`config.mk`:
```
export PLATFORM = sky130hd
export DESIGN_NAME = sync_fifo_wr_arbiter
export DESIGN_NICKNAME = d
export VERILOG_FILES = /design/src/rtl/sync_fifo_wr_arbiter.sv
export SDC_FILE = /design/constraint.sdc
export NUM_CORES = 1
export LEC_CHECK = 0
export CORE_ASPECT_RATIO = 1.2
export CORE_MARGIN = 2
export CORE_UTILIZATION = 30
export CTS_BUF_LIST = sky130_fd_sc_hd__clkbuf_2 sky130_fd_sc_hd__clkbuf_4 sky130_fd_sc_hd__clkbuf_8
export DETAILED_ROUTE_END_ITERATION = 6
export GPL_ROUTABILITY_DRIVEN = 1
export HOLD_SLACK_MARGIN = 0.12
export PLACE_DENSITY = 0.7
export SYNTH_ARGS = -nofsm -noshare
export SYNTH_HDL_FRONTEND = slang
export SYNTH_SLANG_ARGS = --single-unit
```
`constraint.sdc`:
```
create_clock -name i_clk -period 1.9 [get_ports i_clk]
set_input_delay 0.475 -clock i_clk [delete_from_list [all_inputs] [get_ports i_clk]]
set_output_delay 0.475 -clock i_clk [all_outputs]
set_load 0.05 [all_outputs]
```
`src/rtl/sync_fifo_wr_arbiter.sv`:
```
// Round-robin write arbiter sharing one sync FIFO write port among NREQ valid/ready producers.
// Define SYNC_FIFO_ARB_TAG_EN to prepend the granted requester index to every FIFO word.
module sync_fifo_wr_arbiter #(
    parameter int NREQ      = 4,
    parameter int WIDTH     = 8,
    parameter int MAX_BURST = 4,
    parameter int IDW       = $clog2(NREQ),
`ifdef SYNC_FIFO_ARB_TAG_EN
    localparam int FDW      = IDW + WIDTH
`else
    localparam int FDW      = WIDTH
`endif
) (
    input  logic                  i_clk,
    input  logic                  i_rst,
    input  logic [NREQ-1:0]       i_req_valid,
    input  logic [NREQ*WIDTH-1:0] i_req_data,
    output logic [NREQ-1:0]       o_req_ready,
    input  logic                  i_fifo_ready,
    output logic                  o_fifo_wr_en,
    output logic [FDW-1:0]        o_fifo_data,
    output logic [IDW-1:0]        o_grant_id,
    output logic                  o_busy
);

    localparam int CW = $clog2(MAX_BURST + 1);

    typedef enum logic {
        IDLE  = 1'b0,
        BURST = 1'b1
    } state_t;

    state_t           r_state;
    state_t           w_stateNext;
    logic [IDW-1:0]   r_grantId;
    logic [IDW-1:0]   r_rrPtr;
    logic [CW-1:0]    r_burstCnt;
    logic [IDW-1:0]   w_grantNext;
    logic [IDW-1:0]   w_rrNext;
    logic [CW-1:0]    w_burstNext;
    logic [IDW-1:0]   w_sel;
    logic [IDW-1:0]   w_wrapPtr;
    logic             w_anyValid;
    logic             w_grantValid;
    logic             w_xfer;
    logic [WIDTH-1:0] w_payload;

    // First valid requester at or after r_rrPtr; the wrap is explicit so odd NREQ works.
    always_comb begin
        int idx;
        idx        = 0;
        w_sel      = '0;
        w_anyValid = 1'b0;
        for (int i = 0; i < NREQ; i++) begin
            idx = int'(r_rrPtr) + i;
            if (idx >= NREQ) idx = idx - NREQ;
            if (!w_anyValid && i_req_valid[idx]) begin
                w_anyValid = 1'b1;
                w_sel      = IDW'(idx);
            end
        end
    end

    always_comb begin
        w_grantValid = 1'b0;
        w_payload    = '0;
        for (int i = 0; i < NREQ; i++) begin
            if (r_grantId == IDW'(i)) begin
                w_grantValid = i_req_valid[i];
                w_payload    = i_req_data[i*WIDTH +: WIDTH];
            end
        end
    end

    assign w_wrapPtr = (r_grantId == IDW'(NREQ - 1)) ? '0 : r_grantId + 1'b1;
    assign o_busy    = (r_state == BURST);
    assign w_xfer    = o_busy & w_grantValid & i_fifo_ready;

    always_comb begin
        w_stateNext = r_state;
        w_grantNext = r_grantId;
        w_burstNext = r_burstCnt;
        w_rrNext    = r_rrPtr;
        case (r_state)
            IDLE: begin
                if (w_anyValid) begin
                    w_grantNext = w_sel;
                    w_burstNext = '0;
                    w_stateNext = BURST;
                end
            end
            BURST: begin
                if (w_xfer) begin
                    if (r_burstCnt == CW'(MAX_BURST - 1)) begin
                        w_stateNext = IDLE;
                        w_rrNext    = w_wrapPtr;
                    end else begin
                        w_burstNext = r_burstCnt + 1'b1;
                    end
                end else if (!w_grantValid) begin
                    w_stateNext = IDLE;
                    w_rrNext    = w_wrapPtr;
                end
            end
            default: w_stateNext = IDLE;
        endcase
    end

    always_ff @(posedge i_clk) begin
        if (i_rst) begin
            r_state    <= IDLE;
            r_grantId  <= '0;
            r_rrPtr    <= '0;
            r_burstCnt <= '0;
        end else begin
            r_state    <= w_stateNext;
            r_grantId  <= w_grantNext;
            r_rrPtr    <= w_rrNext;
            r_burstCnt <= w_burstNext;
        end
    end

    // Outputs are gated by state so a reset mid-burst drops the in-flight word.
    always_comb begin
        o_req_ready = '0;
        for (int i = 0; i < NREQ; i++) begin
            if (o_busy && r_grantId == IDW'(i)) o_req_ready[i] = i_fifo_ready;
        end
    end

    assign o_fifo_wr_en = w_xfer;
    assign o_grant_id   = r_grantId;

`ifdef SYNC_FIFO_ARB_TAG_EN
    assign o_fifo_data = o_busy ? {r_grantId, w_payload} : '0;
`else
    assign o_fifo_data = o_busy ? w_payload : '0;
`endif

endmodule
```
Yosys cells after proc, flatten, opt, wreduce, memory -nomap -nowiden
Cells that the tools add are included.
{"block": "word_totals", "output_inout_bits": 16, "regBits": 8}
{"block": "classes", "eq_ne": 9, "add_sub_neg": 9, "n_mux": 50, "n_bitwise": 3, "order_cmp": 8, "reduce_logical": 14}
{"op": "32-bit by 4-bit < comparator with 1-bit output, second input constant", "n": 4}
{"op": "32-bit two-way mux", "n": 4}
{"op": "8-bit two-way mux", "n": 5}
{"op": "1-bit two-way mux", "n": 24}
{"op": "2-bit two-way mux", "n": 8}
{"op": "3-bit by 3-bit subtractor with 4-bit output, second input constant", "n": 3}
{"op": "3-bit >= comparator, second input constant", "n": 3}
{"op": "3-bit two-way mux", "n": 3}
{"op": "1-bit binary-select mux with 2-bit select", "n": 4}
{"op": "2-bit != test, second input constant", "n": 4}
{"op": "1-bit logical AND", "n": 7}
{"op": "2-bit by 2-bit adder with 3-bit output, second input constant", "n": 2}
{"op": "3-bit case mux with 2 select lines", "n": 1}
{"op": "3-bit AND reduction", "n": 2}
{"op": "2-bit equality test, second input constant", "n": 2}
{"op": "2-bit by 3-bit subtractor with 4-bit output, second input constant", "n": 1}
{"op": "2-bit by 1-bit adder with 3-bit output, second input constant", "n": 1}
{"op": "3-bit by 1-bit adder with 3-bit output, second input constant", "n": 1}
{"op": "3-bit by 2-bit equality test with 1-bit output, second input constant", "n": 1}
{"op": "2-bit by 3-bit >= comparator with 1-bit output, second input constant", "n": 1}
{"op": "1-bit logical NOT", "n": 3}
{"op": "2-bit by 1-bit adder with 2-bit output, second input constant", "n": 1}
{"op": "1-bit AND", "n": 2}
{"op": "2-bit by 1-bit equality test with 1-bit output, second input constant", "n": 1}
{"op": "other kinds (5)", "n": 5}

Longest topological paths before layout
Gate-level depths: netlist (run 1).
{"block": "logic_depth", "ltp_word": 17, "mapped_depth": 8, "ltp_nobuf": 6}

Least setup slack after synthesis (run 1)
Ideal clock, no wire load.
{"block": "synth_timing", "path_type": "register -> output", "from": "reg r_grantId[0], in the netlist o_grant_id[0]", "to": "out o_fifo_wr_en", "required_time_ns": 1.425, "arrival_time_ns": 2.281, "path_slack_ns": -0.856, "stages_incl_launch_ff": 8, "path_cell_list": "dfxtp_1 > inv_1 > ha_1 > buf_2 > nor2b_1 > a211oi_2 > nor2_1 > nor2_1"}
{"block": "synth_via", "elab_chain_cells": 7}
{"element": "start, declared", "line": "35", "rtl": "logic [IDW-1:0] r_grantId;"}
{"element": "start signal, assigned", "line": "117", "rtl": "r_grantId <= w_grantNext;"}
{"element": "2-bit logical NOT", "line": "68", "rtl": "if (r_grantId == IDW'(i)) begin"}
{"element": "1-bit two-way mux (3 in series)", "line": "68"}
{"element": "1-bit two-way mux *", "line": "68"}
{"element": "1-bit AND * (2 in series)", "line": "77", "rtl": "assign w_xfer = o_busy & w_grantValid & i_fifo_ready;"}
{"element": "end, declared", "line": "20", "rtl": "output logic o_fifo_wr_en,"}
Mark *: on every way between the ends. The rest lies on a longest branch, timed or not.

Final worst setup path (run 1)
{"block": "layout_timing", "from": "reg r_grantId[1], in the netlist o_grant_id[1]", "to": "out o_fifo_wr_en"}
The elaborated chain is that of the path after synthesis.

==> results of run 1 <==
[final cells by class]
class | instances | area share
timing repair buffer | 83 | 0.446
multi-input combinational | 94 | 0.431
sequential | 8 | 0.0781
tap | 34 | 0.0197
clock buffer | 4 | 0.0139
inverter | 5 | 0.0110
[critical path, cell delays in order, from the launching register on]
cell and delay (ns):
dfxtp_4 0.35, inv_4 0.05, ha_4 0.17, buf_6 0.12
nand3b_1 0.21, a211oi_4 0.27, nor2_2 0.07, nor2_4 0.12
buf_12 0.14
[cell usage after synthesis]
master | number | share of area
a211oi_2 | 2 | 0.028
a21boi_0 | 1 | 0.0085
o21ai_1 | 1 | 0.0057
a22o_1 | 8 | 0.080
o32a_1 | 1 | 0.011
and2_4 | 1 | 0.0099
mux2_2 | 2 | 0.026
and2_1 | 1 | 0.0071
a31oi_1 | 1 | 0.0071
nor2b_1 | 4 | 0.028
dfxtp_1 | 8 | 0.18
nand3b_1 | 2 | 0.017
mux2_1 | 1 | 0.013
or4_4 | 1 | 0.013
ha_1 | 6 | 0.085
buf_2 | 2 | 0.011
nor3_1 | 2 | 0.011
nor3b_1 | 2 | 0.017
and4b_2 | 1 | 0.013
o32ai_1 | 1 | 0.0099
nand2b_1 | 3 | 0.021
mux2i_1 | 3 | 0.034
a21oi_1 | 4 | 0.023
o311a_1 | 1 | 0.011
a221oi_2 | 1 | 0.017
clkbuf_1 | 3 | 0.013
nand2_1 | 13 | 0.055
o211ai_1 | 2 | 0.017
o21ai_0 | 8 | 0.045
and3_1 | 4 | 0.028
inv_1 | 5 | 0.021
nor3b_2 | 1 | 0.014
and2_2 | 1 | 0.0085
nor2_1 | 7 | 0.030
buf_1 | 2 | 0.0085
a22oi_1 | 8 | 0.068
[metrics by stage]
step / worst slack [ns] / power, uW / hold slack (ns) / cell area, um^2 / TNS, ns
floorplan: -0.103 / 612 / 0.470 / 1020 / -0.822
global placement: -0.283 / 926 / 0.483 / 1820 / -3.03
finish: -0.340 / 1340 / 0.528 / 2160 / -3.04
CTS: -0.371 / 1240 / 0.528 / 2050 / -2.97
global route: -0.425 / 1390 / 0.548 / 2160 / -3.98
detailed placement: -0.326 / 937 / 0.517 / 1820 / -3.68
[sequential cells by signal, indices dropped and copies added, names as in the netlist]
register    cells
r_burstCnt      3
o_grant_id      2
r_rrPtr         2
o_busy          1
[repair_timing]
item,in CTS,in global routing
pin swaps,16,7
endpoints found under the setup margin,14,18
resized for setup,25,16
setup buffers,6,4
cloned,2,0
[logic make-up after synthesis]
| group | after synthesis | share of synthesized area |
|---|---|---|
| multiplexers | 6 | 0.0724 |
| flip-flops | 8 | 0.182 |
| AO/OA/AOI/OAI | 39 | 0.332 |
| AND/OR/NAND/NOR | 43 | 0.274 |
| buffers and inverters | 12 | 0.0540 |
| adder cells (fa/ha/maj) | 6 | 0.0852 |
[power groups by stage]
stage               Combinational (uW)  Sequential [uW]  Clock (uW)
finish                             967              207         162
global route                      1010              209         173
CTS                                869              207         165
detailed placement                 727              210           0
global placement                   718              208           0
floorplan                          378              234           0
[per-layer routing]
metal  up-vias  wire, um
met2        54      2150
met3         5       447
met5         -         0
met4         0        36
li1        588         -
met1       583      1380
[cells in the final DEF, fill, tap and decap left out, drive strengths merged]
master         instances
o311a                  1
dfxtp                  8
a21oi                  4
buf                   45
nand2                 13
nor2b                  4
a31oi                  1
a221oi                 1
mux2i                  3
clkbuf                 4
a21boi                 1
nor3b                  3
and4b                  1
o32ai                  1
o21ai                  9
or4                    1
nand2b                 3
a22o                   8
nor2                   7
a22oi                  8
nand3b                 2
o211ai                 2
and2                   3
mux2                   3
clkdlybuf4s50         38
o32a                   1
ha                     6
a211oi                 2
and3                   4
nor3                   2
inv                    5
[worst paths after layout]
kind	slack [ns]	start	cells after the start	endpoint
max	-0.34	o_grant_id[1]$_SDFFE_PP0P_	8	o_fifo_wr_en
min	0.53	r_burstCnt[1]$_SDFFE_PP0P_	2	r_burstCnt[1]$_SDFFE_PP0P_
max reg2reg	0	o_grant_id[1]$_SDFFE_PP0P_	8	r_rrPtr[0]$_SDFFE_PP0P_
min reg2reg	0.53	r_burstCnt[1]$_SDFFE_PP0P_	2	r_burstCnt[1]$_SDFFE_PP0P_
==> out/metrics.yaml, run 1 <==
finalHoldViolations: 0
distinct_cell_type_count_of_the_synthesized_netlist: 36
routed_wirelength_um: 4010
switching_power_uw: 537
cts_sinks: 8
fin_worst_skew_ns: 0.00204
multi_input_area_um2: 933
ys_seq_elements: 8
stdcell_count: 228
critPathCaptureType: "output port"
flow.area_growth_from_synthesis_pct: 146
final.min_clock_period_ns: 2.24
yosysSeqAreaShare: 0.182
startpoint_type: "flip-flop"
gp_routability_congestion: 0.768
number_of_nets_produced_by_synthesis: 159
cts_tree: "built"
placedCellCount: 212
post_syn_area_um2: 881
die-area_mm2: 0.00339
grt_busiest_layer: "met2"
criticalPathCategory: "reg2out"
placementRows: 21
timing.fmax_ghz: 0.446
cts.reportedPaths.clkPinSlew_ns: 0.06
pwr-share-comb: 0.724
place_hpwl_um: 2540
grtUsageMet2: 0.409
internal_power_uw: 800
detail_route.first_pass.iterations: 4
cts_buffer_depth: 2
ioPinCount: 55
drc: 0
n_antenna_cell: 0
grt_first_pass_wirelength_um: 5460
tightest_slew_ns: 0.457
p_sw_frac: 0.402
largest_net_degree_at_the_start_of_global_routing: 14
drt.antenna.violating_nets: 0
p_seq_frac: 0.155
route.vias.total: 1230
cts_root_buffer: "clkbuf_4"
maximum_vdd_ir_drop_uv: 407
worst_hold_path_type: "reg2reg"
relSlewSlack: 0.695
rsz0062_at_grt: "true"
status: "finished, violations left"
cellLeakagePower_uw: 0.000892
die_w_um: 53.5
floorplan.core_area_mm2: 0.00279
start_util: 0.316
use_met1: 0.210
drt_first_iter_violations: 32
htree_num_levels: 1
grt_pass1_vias: 1225
worst_ep_arrival_time_ns: 1.76
register_area_um2: 169
clock_latency_ns: 0.27
grt_total_usage: 0.216
post_route_cells_drive_above_1_share: 0.541
critPathRequiredTime_ns: 1.42
fill_cell_instance_count_of_the_final_layout: 192
post_drt_via_cell_ratio: 5.39
fin_ws_ns: -0.340
violations: "negative setup slack"
die_height_um: 63.4
synth_area_per_cell_um2: 7.73
grt_util_met3: 0.0545
grt_antenna_before_repair: 0
number_of_endpoints_failing_setup_at_the_final_stage: 14
tritoncts.num_buffers: 3
utilization: 0.777
io_buffer_count: 54
pwr_density_cell_mw_per_mm2: 618
global_route_overflow: 0
routed_wire_length_per_instance_um: 17.6
critPathMaxFanout: 3
clock_power_share: 0.121
hold_fix_buffers_cts: 0
finalNetCount: 240
yosys_warnings: 0
final_min_period_over_clock_period: 1.18
slew_violations: 0
post_synth_inst_count: 114
max_cap_violations: 0
(Power assumes the default switching activity.)
==> inputs of run 2 (changes only) <==
--- a/config.mk
+++ b/config.mk
@@ -5,6 +5,7 @@
 export SDC_FILE = /design/constraint.sdc
 export NUM_CORES = 1
 export LEC_CHECK = 0
+export CAP_MARGIN = 20
 export CORE_ASPECT_RATIO = 1.2
 export CORE_MARGIN = 2
 export CORE_UTILIZATION = 30
==> results of run 2 <==
No change in the layout: final DEF, timing and power equal those of run 1.
